## config.mk

```make
export PLATFORM = sky130hd
export DESIGN_NAME = mux_scan_ctrl
export DESIGN_NICKNAME = d
export VERILOG_FILES = /design/src/rtl/mux_scan_pkg.sv /design/src/rtl/scan_settle_cnt.sv /design/src/rtl/mux_scan_ctrl.sv
export SDC_FILE = /design/constraint.sdc
export NUM_CORES = 1
export LEC_CHECK = 0
export CELL_PAD_IN_SITES_DETAIL_PLACEMENT = 1
export CELL_PAD_IN_SITES_GLOBAL_PLACEMENT = 1
export CORE_UTILIZATION = 43
export CTS_CLUSTER_DIAMETER = 40
export DETAILED_ROUTE_END_ITERATION = 12
export GPL_TIMING_DRIVEN = 1
export PLACE_DENSITY = 0.94
export SKIP_LAST_GASP = 1
export SYNTH_ARGS = -nofsm -noshare
export SYNTH_HDL_FRONTEND = slang
export SYNTH_SLANG_ARGS = --single-unit
```

## constraint.sdc

```tcl
create_clock -name clk -period 2.9 [get_ports clk]
set_clock_uncertainty 0.15 [all_clocks]
set_input_delay 0.29 -clock clk [delete_from_list [all_inputs] [get_ports clk]]
set_output_delay 0.29 -clock clk [all_outputs]
set_load 0.05 [all_outputs]
```

## src/rtl/mux_scan_pkg.sv

```systemverilog
// Shared types and sizes for the 16-channel mux scan sequencer.
package mux_scan_pkg;
  localparam int NUM_CH = 16;
  localparam int SEL_W  = 4;
  localparam int CNT_W  = 4;

  typedef enum logic [1:0] {
    ST_IDLE,
    ST_SETTLE,
    ST_SAMPLE
  } scan_state_e;
endpackage

```

## src/rtl/scan_settle_cnt.sv

```systemverilog
// Loadable down-counter that times the settle interval after each select change.
module scan_settle_cnt #(
  parameter int W = 4
) (
  input  logic         clk,
  input  logic         rst,
  input  logic         load,
  input  logic [W-1:0] load_val,
  input  logic         dec,
  output logic         tc
);
  logic [W-1:0] count;

  always_ff @(posedge clk) begin
    if (rst) begin
      count <= '0;
    end else if (load) begin
      count <= load_val;
    end else if (dec) begin
      count <= count - 1'b1;
    end
  end

  assign tc = (count == '0);
endmodule

```

## src/rtl/mux_scan_ctrl.sv

```systemverilog
// Steps the mux select through all channels, waits SETTLE cycles per channel,
// samples y_in and publishes each completed sweep as one word with a valid pulse.
module mux_scan_ctrl
  import mux_scan_pkg::*;
#(
  parameter int SETTLE = 1
) (
  input  logic        clk,
  input  logic        rst,
  input  logic        start,
  input  logic        cont,
  input  logic        abort,
  input  logic        y_in,
  output logic [3:0]  sel,
  output logic [15:0] data_out,
  output logic        valid,
  output logic        busy
);
  // With no settle time every channel goes straight to its sample cycle.
  localparam scan_state_e CH_STATE = (SETTLE == 0) ? ST_SAMPLE : ST_SETTLE;
  localparam logic [CNT_W-1:0] SETTLE_LOAD = (SETTLE == 0) ? '0 : CNT_W'(SETTLE - 1);
  localparam logic [SEL_W-1:0] LAST_SEL = SEL_W'(NUM_CH - 1);

  scan_state_e       state;
  logic [NUM_CH-2:0] shadow;
  logic              cnt_load;
  logic              cnt_dec;
  logic              cnt_tc;
  logic [CNT_W-1:0]  cnt_val;
  logic              last_ch;

  assign last_ch = (sel == LAST_SEL);

  always_comb begin
    cnt_load = 1'b0;
    cnt_dec  = 1'b0;
    cnt_val  = SETTLE_LOAD;
    if (abort) begin
      cnt_load = 1'b1;
      cnt_val  = '0;
    end else begin
      case (state)
        ST_IDLE:   cnt_load = start;
        ST_SETTLE: cnt_dec  = !cnt_tc;
        ST_SAMPLE: begin
          cnt_load = 1'b1;
          if (last_ch && !cont) cnt_val = '0;
        end
        default:   cnt_load = 1'b0;
      endcase
    end
  end

  scan_settle_cnt #(.W(CNT_W)) u_settle_cnt (
    .clk      (clk),
    .rst      (rst),
    .load     (cnt_load),
    .load_val (cnt_val),
    .dec      (cnt_dec),
    .tc       (cnt_tc)
  );

  always_ff @(posedge clk) begin
    if (rst) begin
      state    <= ST_IDLE;
      sel      <= '0;
      shadow   <= '0;
      data_out <= '0;
      valid    <= 1'b0;
      busy     <= 1'b0;
    end else if (abort) begin
      state  <= ST_IDLE;
      sel    <= '0;
      shadow <= '0;
      valid  <= 1'b0;
      busy   <= 1'b0;
    end else begin
      valid <= 1'b0;
      case (state)
        ST_IDLE: begin
          if (start) begin
            state <= CH_STATE;
            sel   <= '0;
            busy  <= 1'b1;
          end
        end
        ST_SETTLE: begin
          if (cnt_tc) state <= ST_SAMPLE;
        end
        ST_SAMPLE: begin
          if (!last_ch) begin
            shadow[sel] <= y_in;
            sel         <= sel + 1'b1;
            state       <= CH_STATE;
          end else begin
            // The last channel goes straight into the output word.
            data_out <= {y_in, shadow};
            valid    <= 1'b1;
            sel      <= '0;
            state    <= cont ? CH_STATE : ST_IDLE;
            busy     <= cont;
          end
        end
        default: state <= ST_IDLE;
      endcase
    end
  end
endmodule

```

==> results.sh <==
export IMPL_cts_made_buffers=5
export IMPL_synth_cell_area_um2=1947
export IMPL_drive_gt1_frac=0.06024
export IMPL_syn_inst=231
export IMPL_core_um2=4354
export IMPL_grt_start_max_net_pins=21
export IMPL_diodes=0
export IMPL_placed_area_um2=2221
export IMPL_final_hold_viol_count=0
export IMPL_grt_pass1_wl_mm=8.652
export IMPL_slew_viol_final=0
export IMPL_slew_headroom=0.4530
export IMPL_clock_latency_ns=0.29
export IMPL_postCtsHoldBufs=0
export IMPL_worst_path_buf_inv=1
export IMPL_drc=0
export IMPL_fin_crit_sh=0.8069
export IMPL_rows=24
export IMPL_end_kind="output port"
export IMPL_drtAntennaViolNets=0
export IMPL_synth_edff_count=0
export IMPL_die_h_um=69.29
export IMPL_viasPerCell=5.874
export IMPL_grt_usage=0.2230
export IMPL_postCtsSetupBuffers=0
export IMPL_dieArea_um2=4800
export IMPL_antenna_found_initial=0
export IMPL_dr_pass1_iters=4
export IMPL_cp_slowest_cell="clkdlybuf4s50_1"
export IMPL_maxCapViolations=0
export IMPL_yosys_register_bits=43
export IMPL_nNetsFinal=260
export IMPL_io_buffers=27
export IMPL_worstPathRequired_ns=2.46
export IMPL_reg2regPathDepth=4
export IMPL_root_buffer="clkbuf_8"
export IMPL_path_delay_family="buffers and inverters"
export IMPL_synth_sequential_area_ratio=0.4422
export IMPL_fin_setup_tns_ns=0
export IMPL_hold_path_class="flop to flop"
export IMPL_wl_mm=4.948
export IMPL_start_util=0.4471
export IMPL_cts_sinks=43
export IMPL_ys_warn_count=0
export IMPL_cp_depth=1
export IMPL_cp_max_fo=20
export IMPL_crit_type="flop to output port"
export IMPL_routabilityCongestion=0.7418
export IMPL_start_kind="flop"
export IMPL_fillers=530
export IMPL_grt_pass1_vias=1770
export IMPL_syn_nets=242
export IMPL_synth_distinct_cells=40
export IMPL_fmax_mhz=427.3
export IMPL_setup_violations=0
export IMPL_dr_first_iter_drc_count=127
export IMPL_overflow=0
export IMPL_cpPeakStageDelay_ns=0.92
export IMPL_clockBufferDepth=2
export IMPL_crit_arrival_ns=1.90
export IMPL_routedWlPerCell_um=16.44
export IMPL_outcome="finished, final reports clean"
export IMPL_p_leak_nw=0.7287
export IMPL_syn_mean_instance_area_um2=8.428
export IMPL_cp_cell_sequence="clkdlybuf4s50_1"
export IMPL_power_density_nw_per_um2=443.8
export IMPL_num_vias=1768
export IMPL_cts_tree="built"
export IMPL_path_clk_slew_ns=0.08
export IMPL_rsz0062_at_grt="no"
export IMPL_ir_drop_uv=221.9
export IMPL_hold_depth=2
export IMPL_cts_htree_levels=2
export IMPL_io_pins=28
export IMPL_finalInstanceArea_um2=2308
export IMPL_fp_dieW_um=69.29
export IMPL_async_flop_share=0
export IMPL_layout_min_cycle_time_ns=2.340
export IMPL_syn2layout_area_growth_pct=18.57
export IMPL_place_hpwl_mm=3.468
export IMPL_cts_resized=0
export IMPL_synth_top_flop_cell="dfxtp_1"
export IMPL_tightest_slew_ns=0.8187
routing by layer:
layer  vias up  GRT usage  wire length (um)
li1        872          -                 -
met1       861     0.2907              2375
met2        30     0.3754              2417
met3         5    0.03488               106
met4         0    0.07483                48
met5         -          0                 0
stage by stage:
stage | cells | hold WS [ns] | power (mW) | setup WS [ns] | utilization
floorplan | 231 | 0.2850 | 0.6331 | 0.7672 | -
global placement | 294 | 0.3002 | 0.6480 | 0.8778 | 0.5101
detailed placement | 294 | 0.3120 | 0.6487 | 0.8240 | 0.5101
CTS | 301 | 0.3217 | 1.025 | 0.5540 | 0.5302
global route | 301 | 0.3463 | 1.057 | 0.4423 | 0.5302
finish | 301 | 0.3241 | 1.024 | 0.5600 | 0.5302
layout make-up:
cell class              instances  area [um^2]  area share
multi-input cells             160        968.4      0.4195
clock inverters                 1        5.005    0.002168
clock buffers                   6        82.58     0.03577
inverters                       9        33.78     0.01463
repair buffers                 30        292.8      0.1268
well taps                      52        65.06     0.02818
flip-flops and latches         43        860.8      0.3729
cell families after synthesis:
group / count (synthesis) / synth area share
flops: 43 / 0.4422
fa+ha+maj: 5 / 0.03213
simple gates: 75 / 0.2384
buf+inv: 28 / 0.06041
compound gates: 79 / 0.2217
mux: 1 / 0.005142
layout by cell type, fill, tap and decap left out, types with 2 or more instances in the layout:
master,Yosys,final
nand3_1,27,27
inv_1,9,9
dfxtp_1,43,43
clkbuf_8,0,6
nand2b_1,6,6
nor3_1,2,2
nor2_1,5,5
o21ai_0,32,32
and4b_1,2,2
nor3b_1,3,3
or3_1,3,3
nor2b_1,2,2
buf_4,0,3
clkdlybuf4s50_1,0,27
o31ai_1,4,4
nand2_1,6,6
nor4bb_1,2,2
a21oi_1,34,34
or4_1,3,3
o211ai_1,2,2
nand4bb_1,2,2
nand4b_1,3,3
ha_1,5,5
sequential cells by signal (all words and copies together) (netlist names):
register,count
data_out,16
shadow,15
sel,4
u_settle_cnt.count,4
state,2
busy,1
valid,1
cells in the mapped netlist (3+ instances only):
library cell	n	area, um^2
a21oi_1	34	170.2
buf_2	4	20.02
clkbuf_1	14	52.55
dfxtp_1	43	860.8
ha_1	5	62.56
inv_1	9	33.78
nand2_1	6	22.52
nand2b_1	6	37.54
nand3_1	27	135.1
nand4b_1	3	26.28
nor2_1	5	18.77
nor3b_1	3	22.52
o21ai_0	32	160.2
o31ai_1	4	30.03
or3_1	3	18.77
or4_1	3	22.52
path summary, 6_finish.rpt:
check                  from      endpoint  slack (ns)
setup / recovery     sel[2]        sel[2]        0.56
hold / removal    shadow[7]   data_out[7]        0.32
setup reg to reg     sel[2]  data_out[10]        0.87
hold reg to reg   shadow[7]   data_out[7]        0.32
power breakdown:
group / total, mW / switching [mW] / internal [mW]
clock: 0.390 / 0.202 / 0.187
combinational: 0.0395 / 0.0237 / 0.0157
sequential: 0.595 / 0.00404 / 0.591
Power figures use the tool's default switching activity.
